$ cat config.mk
export PLATFORM = sky130hd
export DESIGN_NAME = rupt_controller
export DESIGN_NICKNAME = d
export VERILOG_FILES = /design/src/rtl/rupt_controller.sv
export SDC_FILE = /design/constraint.sdc
export NUM_CORES = 1
export LEC_CHECK = 0
export ABC_AREA = 1
export BUFFER_PORTS_ARGS = -buffer_cell sky130_fd_sc_hd__buf_2
export CAP_MARGIN = 5
export CORE_ASPECT_RATIO = 0.5
export CORE_MARGIN = 5
export CORE_UTILIZATION = 30
export DETAILED_ROUTE_END_ITERATION = 16
export PLACE_DENSITY_LB_ADDON = 0.05
export SLEW_MARGIN = 25
export SYNTH_ARGS = -nofsm -noshare
export SYNTH_HDL_FRONTEND = slang
export SYNTH_SLANG_ARGS = --single-unit
$ cat constraint.sdc
create_clock -name clk -period 2.6 [get_ports clk]
set_input_delay 0.13 -clock clk [delete_from_list [all_inputs] [get_ports clk]]
set_output_delay 0.13 -clock clk [all_outputs]
set_load 0.05 [all_outputs]
$ cat src/rtl/rupt_controller.sv
// rupt_controller
// Interrupt sequencer. On an instruction boundary with interrupts enabled,
// no accumulator overflow and at least one pending flag, it latches the
// highest-priority source together with Z, BB (and optionally A), acquires
// the memory bus, stores the context into the register map, writes the
// vector into Z (o5), pulses rupt_taken and the matching interrupt_clear
// bit, then holds in_rupt until the CPU executes RESUME. No nesting.
//
// Optional feature macro: RUPT_SAVE_A_EN -- adds the SAVE_A state that
// stores the accumulator to o10 before Z (ARUPT); otherwise ARUPT is left
// to software.
//
// Ports:
//   clk, reset                 clock, synchronous active-high reset
//   interrupt_flags[5:0]       pending flags (bit3 T6, bit2 T5, bit0 T3,
//                              bit1 T4, bit4 KEYRUPT1, bit5 KEYRUPT2)
//   interrupt_enable           global enable (RELINT=1 / INHINT=0)
//   inst_boundary              CPU may be preempted this cycle
//   resume                     one-cycle pulse on RESUME
//   z_in, bb_in, a_in          CPU context to save
//   bus_req / bus_gnt          memory bus handshake
//   mem_address, mem_data,
//   mem_bus_enable,
//   mem_write_enable           write port into the register/erasable map
//   interrupt_clear[5:0]       one-hot clear pulse for the serviced flag
//   rupt_taken                 CPU aborts its fetch and refetches from Z
//   in_rupt, rupt_source[2:0]  ISR active / index of serviced flag
module rupt_controller (
  input  logic        clk,
  input  logic        reset,
  input  logic [5:0]  interrupt_flags,
  input  logic        interrupt_enable,
  input  logic        inst_boundary,
  input  logic        resume,
  input  logic [11:0] z_in,
  input  logic [15:0] bb_in,
  input  logic [15:0] a_in,
  output logic        bus_req,
  input  logic        bus_gnt,
  output logic [11:0] mem_address,
  output logic [15:0] mem_data,
  output logic        mem_bus_enable,
  output logic        mem_write_enable,
  output logic [5:0]  interrupt_clear,
  output logic        rupt_taken,
  output logic        in_rupt,
  output logic [2:0]  rupt_source
);

  typedef enum logic [2:0] {
    IDLE   = 3'd0,
    REQ    = 3'd1,
`ifdef RUPT_SAVE_A_EN
    SAVE_A = 3'd2,
`endif
    SAVE_Z = 3'd3,
    SAVE_B = 3'd4,
    VECTOR = 3'd5,
    ACTIVE = 3'd6
  } state_t;

  localparam logic [11:0] ADDR_A = 12'o10;
  localparam logic [11:0] ADDR_Z = 12'o5;
  localparam logic [11:0] ADDR_ZRUPT = 12'o15;
  localparam logic [11:0] ADDR_BRUPT = 12'o17;

  state_t      state_q, state_d;
  logic [2:0]  src_q, src_d;
  logic [11:0] vec_q, vec_d;
  logic [11:0] z_q, z_d;
  logic [15:0] bb_q, bb_d;
`ifdef RUPT_SAVE_A_EN
  logic [15:0] a_q, a_d;
`else
  logic        unused_a_bits;
  assign unused_a_bits = ^a_in[13:0];
`endif

  logic [2:0]  win_src;
  logic [11:0] win_vec;
  logic        take;

  // Fixed priority: T6 > T5 > T3 > T4 > KEYRUPT1 > KEYRUPT2.
  always_comb begin
    win_src = '0;
    win_vec = '0;
    if (interrupt_flags[3]) begin
      win_src = 3'd3; win_vec = 12'o4004;
    end else if (interrupt_flags[2]) begin
      win_src = 3'd2; win_vec = 12'o4010;
    end else if (interrupt_flags[0]) begin
      win_src = 3'd0; win_vec = 12'o4014;
    end else if (interrupt_flags[1]) begin
      win_src = 3'd1; win_vec = 12'o4020;
    end else if (interrupt_flags[4]) begin
      win_src = 3'd4; win_vec = 12'o4024;
    end else if (interrupt_flags[5]) begin
      win_src = 3'd5; win_vec = 12'o4030;
    end
  end

  // An overflowed accumulator (a_in[15] != a_in[14]) blocks the interrupt.
  assign take = inst_boundary && interrupt_enable && (|interrupt_flags)
                && (a_in[15] == a_in[14]);

  always_comb begin
    state_d = state_q;
    src_d   = src_q;
    vec_d   = vec_q;
    z_d     = z_q;
    bb_d    = bb_q;
`ifdef RUPT_SAVE_A_EN
    a_d     = a_q;
`endif
    case (state_q)
      IDLE: begin
        if (take) begin
          state_d = REQ;
          src_d   = win_src;
          vec_d   = win_vec;
          z_d     = z_in;
          bb_d    = bb_in;
`ifdef RUPT_SAVE_A_EN
          a_d     = a_in;
`endif
        end
      end
      REQ: begin
        if (bus_gnt) begin
`ifdef RUPT_SAVE_A_EN
          state_d = SAVE_A;
`else
          state_d = SAVE_Z;
`endif
        end
      end
`ifdef RUPT_SAVE_A_EN
      SAVE_A: if (bus_gnt) state_d = SAVE_Z;
`endif
      SAVE_Z: if (bus_gnt) state_d = SAVE_B;
      SAVE_B: if (bus_gnt) state_d = VECTOR;
      VECTOR: if (bus_gnt) state_d = ACTIVE;
      ACTIVE: if (resume) state_d = IDLE;
      default: state_d = IDLE;
    endcase
  end

  always_ff @(posedge clk) begin
    if (reset) begin
      state_q <= IDLE;
      src_q   <= '0;
      vec_q   <= '0;
      z_q     <= '0;
      bb_q    <= '0;
`ifdef RUPT_SAVE_A_EN
      a_q     <= '0;
`endif
    end else begin
      state_q <= state_d;
      src_q   <= src_d;
      vec_q   <= vec_d;
      z_q     <= z_d;
      bb_q    <= bb_d;
`ifdef RUPT_SAVE_A_EN
      a_q     <= a_d;
`endif
    end
  end

  // Outputs decode from the registered state. The write strobes follow
  // bus_gnt in the same cycle so a withdrawn grant stalls without writing,
  // while address/data stay stable. Reset forces every output low at once.
  always_comb begin
    bus_req          = 1'b0;
    mem_address      = '0;
    mem_data         = '0;
    mem_bus_enable   = 1'b0;
    mem_write_enable = 1'b0;
    interrupt_clear  = '0;
    rupt_taken       = 1'b0;
    in_rupt          = 1'b0;
    rupt_source      = '0;
    if (!reset) begin
      rupt_source = src_q;
      case (state_q)
        REQ: bus_req = 1'b1;
`ifdef RUPT_SAVE_A_EN
        SAVE_A: begin
          bus_req        = 1'b1;
          mem_address    = ADDR_A;
          mem_data       = a_q;
          mem_bus_enable = bus_gnt;
        end
`endif
        SAVE_Z: begin
          bus_req        = 1'b1;
          mem_address    = ADDR_ZRUPT;
          mem_data       = {4'b0, z_q};
          mem_bus_enable = bus_gnt;
        end
        SAVE_B: begin
          bus_req        = 1'b1;
          mem_address    = ADDR_BRUPT;
          mem_data       = bb_q;
          mem_bus_enable = bus_gnt;
        end
        VECTOR: begin
          bus_req         = 1'b1;
          mem_address     = ADDR_Z;
          mem_data        = {4'b0, vec_q};
          mem_bus_enable  = bus_gnt;
          rupt_taken      = bus_gnt;
          interrupt_clear = bus_gnt ? (6'b1 << src_q) : '0;
        end
        ACTIVE: in_rupt = 1'b1;
        default: ;
      endcase
      mem_write_enable = mem_bus_enable;
    end
  end

endmodule

Word level (Yosys, flattened, before mapping)
Cells that the tools add are included.
Storage, ports and cells
  output and inout bits: 42
  word-level logic and storage cells: 62
  bits in latches: 0
  ROM bits: 0
  bits in writable memories: 0
  memories: 0
  bits in registers: 46
Cells by class
  $mul: 0
  eq/ne operators: 12
  multiplexer cells: 35
  shifts and indexed selects: 1
  add/sub/neg operators: 0
  div/mod/pow operators: 0
  bitwise logic cells: 0
  $lt $le $gt $ge: 0
  reductions and logical operators: 9
Operators with widths (number)
  two-way mux 12 bit: 6
  one-hot mux 16 bit (3 select lines): 1
  two-way mux 3 bit: 13
  two-way mux 6 bit: 3
  one-hot mux 3 bit (6 select lines): 1
  two-way mux 16 bit: 1
  != test 2 bit, second input constant: 6
  one-hot mux 4 bit (3 select lines): 1
  == test 3 bit, second input constant: 3
  two-way mux 1 bit: 8
  AND reduction 6 bit: 1
  OR reduction 6 bit: 1
  left shift 1 x 3 -> 6 bit, first input constant: 1
  two-way mux 4 bit: 1
  OR reduction 4 bit: 1
  == test 3 x 1 -> 1 bit, second input constant: 1
  == test 3 x 2 -> 1 bit, second input constant: 1
  logical AND 1 bit: 3
  logical NOT 3 bit: 1
  OR reduction 3 bit: 1
  AND reduction 2 bit: 1
  == test 1 bit: 1

Longest topological paths before layout
  depth in word-level cells: 6
  mapped depth: 10

Least setup slack after synthesis
OpenSTA, ideal clock, no wires.
  kind: flip-flop to output port
  start: reg src_q[1]
  end: out interrupt_clear[2]
  data required time: 2470 ps
  data arrival time: 2763 ps
  buffers on the path: 0
  setup slack: -293 ps
  stages on the path, launching flop included: 5
  cell sequence: dfxtp_1 > inv_1 > nor2_1 > inv_1 > nor4_1
On the way
  longest elaborated chain between the ends: 4
Ends and longest elaborated chain
  start: declaration: line 68  | logic [2:0] src_q, src_d;
  start signal: assignment: line 160  | src_q <= src_d;
  left shift 1 x 3 -> 6 bit: line 213  | interrupt_clear = bus_gnt ? (6'b1 << src_q) : '0;
  two-way mux 6 bit: line 213
  two-way mux 6 bit: line 185  | case (state_q)
  two-way mux 6 bit: line 183  | if (!reset) begin
  end: declaration: line 44  | output logic [5:0] interrupt_clear,
No other way between the ends.

Final worst setup path
  start: reg state_q[2]
  end: out mem_data[13]
On the way
  longest elaborated chain between the ends: 3
  elaborated cells on any way between the ends: 5
Ends and longest elaborated chain
  start: declaration: line 67  | state_t state_q, state_d;
  start signal: assignment: line 159  | state_q <= state_d;
  == test 3 bit / == test 3 x 2 -> 1 bit (equally long branches): line 185
  one-hot mux 16 bit (3 select lines) *: line 185
  two-way mux 16 bit *: line 183
  end: declaration: line 41  | output logic [15:0] mem_data,
Every way passes the cells marked *; elsewhere a longest branch is shown, timed or not.

==> parameters.txt <==
Parameter                              Value

Outcome
  Result of the run    complete, no violations

Global route
  Pin count of the biggest net entering global routing    60
  Antenna violations before repair    0
  Number of global-route vias before repair    between 1.5k and 2k
  First-pass GRT wire length    8780 um
  GRT Resource Usage Total    between 10% and 20%
  Total gr overflow    0

Setup path
  Depth of the worst register-to-register path    7
  FF-to-FF setup slack    1.08 ns
  Kind of end point of the critical path    primary output
  Startpoint of the most critical setup path    state_q[2]
  Required time of the worst setup path    2.47 ns
  Arrival time reported for the critical path endpoint    2.00 ns
  Critical path start-end classification    register to primary output
  Startpoint of the most critical register-to-register path    state_q[2]
  Critical path endpoint    mem_data[13]
  Maximum fanout count along the critical path    14
  Kind of launch point of the worst setup path    register
  End of the worst register-to-register path    z_q[7]

Floorplan
  Number of placement rows    21
  Die Width    127 um
  Die height    68.3 um
  Number of ports placed on the die boundary    98
  Effective utilization at floorplan    slightly above 30%
  Area of the core    6650 sq um
  Area of the die    8640 sq um

STA
  Final hold vios    0
  Final Max Slew Viols    0
  Unrepaired setup endpoints after global routing    no
  Maximum frequency from static timing analysis    roughly 470 MHz
  Setup slack of the critical path after layout    0.474 ns
  Post-layout minimum cycle time    2.13 ns
  Ratio of final minimum period to clock period    81.8%
  Slew of the pin with the lowest slew margin    0.627 ns
  Worst slew margin relative to its limit    58.1%
  Max Clock Skew    roughly 0.0029 ns
  Sum of negative setup slack    0 ns
  Final setup violation count    0

Placed design
  Global placement routability congestion    0.778
  Pre-CTS setup slack    0.745 ns
  Area after DPL    2420 sq um
  Placed Cells incl. Taps    452
  Post-detailed-placement half-perimeter wirelength    slightly below 4000 um
  Number of input and output port buffers inserted    75

Pwr
  Largest voltage drop on the vdd net    0.000417 V
  Ratio of total power to cell area    807 nW/um^2
  Leakage power total    1.21 nW
  Total Power    2.08 mW

Drt
  DRC violation count after routing    0
  Detailed Route Iter0 Violations    78
  Per-cell routed wire length    11.6 um
  Via/cell ratio    roughly 4.4
  Number of antenna-violating nets in the routed design    0
  Via count    between 2k and 2.5k
  Aggregate routed wire length    5340 um
  Number of detailed-route iterations in the first pass    4

Clocking
  CTS Root Cell    clkbuf_16
  Clock tree from TritonCTS    yes
  Clk buf depth    2
  Clock-pin slew on the worst setup and hold paths    0.06 ns
  Number of setup buffers added after CTS    0
  Number of gates given a new drive strength after cts    0
  H-tree levels    2
  Number of buffers inserted during clock tree synthesis    5
  # clock sinks    38
  Number of hold buffers added after CTS    0
  Clk Latency, worst-skew pair    ~0.27 ns

Synth
  Sequential fraction of the synthesis area    37.3%
  Number of synthesized register bits    38
  Average cell area after synthesis    6.82 sq um
  Syn Std Cell Area    2040 sq um
  Post-synthesis cell type count    25
  Number of synthesis warnings    0
  Post-Syn Instances    299

Final layout
  Leading cell types in the layout, fill and taps excluded    buf_2 (75), inv_1 (59), a21oi_1 (40), dfxtp_1 (38), nor2_1 (31)
  Commonest non-fill, non-tap cell in the layout    buf_2
  Final cell count without fillers    460
  Area Growth Syn to Fin    26.3%
  Fin nets    423
  Finished layout cell area    2570 sq um
  Layout cell share with drive strength beyond 1    28.0%
  Number of antenna cells inserted    0

Worst hold path
  Worst hold-check path type    input pin to register

Flow run
  Maximum Capacitance Violations    0
## logic make-up (layout without fill, tap and decap cells)
logic type / Yosys count / after routing / share of synthesized area, %
AOI/OAI and AO/OA: 89 / 89 / 23.6
buffers and inverters: 88 / 150 / 20.4
and+or+nand+nor: 83 / 83 / 18.5
DFF: 38 / 38 / 37.3
other: 1 / 8 / 0.184
## critical path, stage by stage, from the launching register on
cell	delay, ns
dfxtp_1	0.51
nand2_1	0.46
nor2_1	0.27
inv_1	0.12
nor2_1	0.10
buf_2	0.27
## worst min-delay path by stage
stage                        from        to  slack [ns]  depth (start not counted)
4_1_cts                 bb_in[13]  bb_q[13]        0.12                          3
3_3_place_gp            bb_in[14]  bb_q[14]        0.39                          3
5_1_grt                   z_in[2]    z_q[2]        0.13                          3
2_1_floorplan  interrupt_flags[2]  src_q[1]        0.29                          2
3_5_place_dp            bb_in[13]  bb_q[13]        0.41                          3
6_report                bb_in[13]  bb_q[13]        0.12                          3
## state kept, by name, summed over array words and instances, names as in the netlist
name / cells
z_q: 12
vec_q: 4
state_q: 3
src_q: 3
bb_q: 16
## per-layer routing
metal  GRT usage [%]  wire (um)  vias up
li1                -          -     1065
met1            15.4       2530      925
met2            22.7       2460       50
met3            3.43        316        2
met4            2.81         34        0
met5               0          0        -
## layout make-up
type	count	area [sq um]
Clock buffer	6	139
Clock inverter	2	12.5
Fill cell	746	4070
Inverter	62	233
Multi-Input combinational cell	180	888
Sequential cell	38	761
Tap cell	92	115
Timing Repair Buffer	80	425
## synth_stat cells (all sizes together)
library cell  number  area (sq um)
o22ai              9          56.3
clkbuf             5          18.8
o21ai             33           165
inv               62           233
o221ai             3          26.3
nor2              36           163
nand2             32           128
nor4               2          12.5
nor3               6          35.0
conb               1          3.75
buf               21           164
o21a               2          15.0
nand3              7          40.0
a21oi             42           218
dfxtp             38           761
## power by group
group / internal (mW) / total, mW / switching (mW)
clock: 0.379 / 0.609 / 0.230
sequential: 0.673 / 0.740 / 0.0673
combinational: 0.209 / 0.727 / 0.518
## per-stage QoR
step / hold slack (ns) / util [%]
global route: 0.132 / 38.7
CTS: 0.116 / 38.7
finish: 0.124 / 38.7
detailed placement: 0.405 / 36.4
floorplan: 0.292 / -
global placement: 0.394 / 36.4
(Power assumes the default switching activity.)
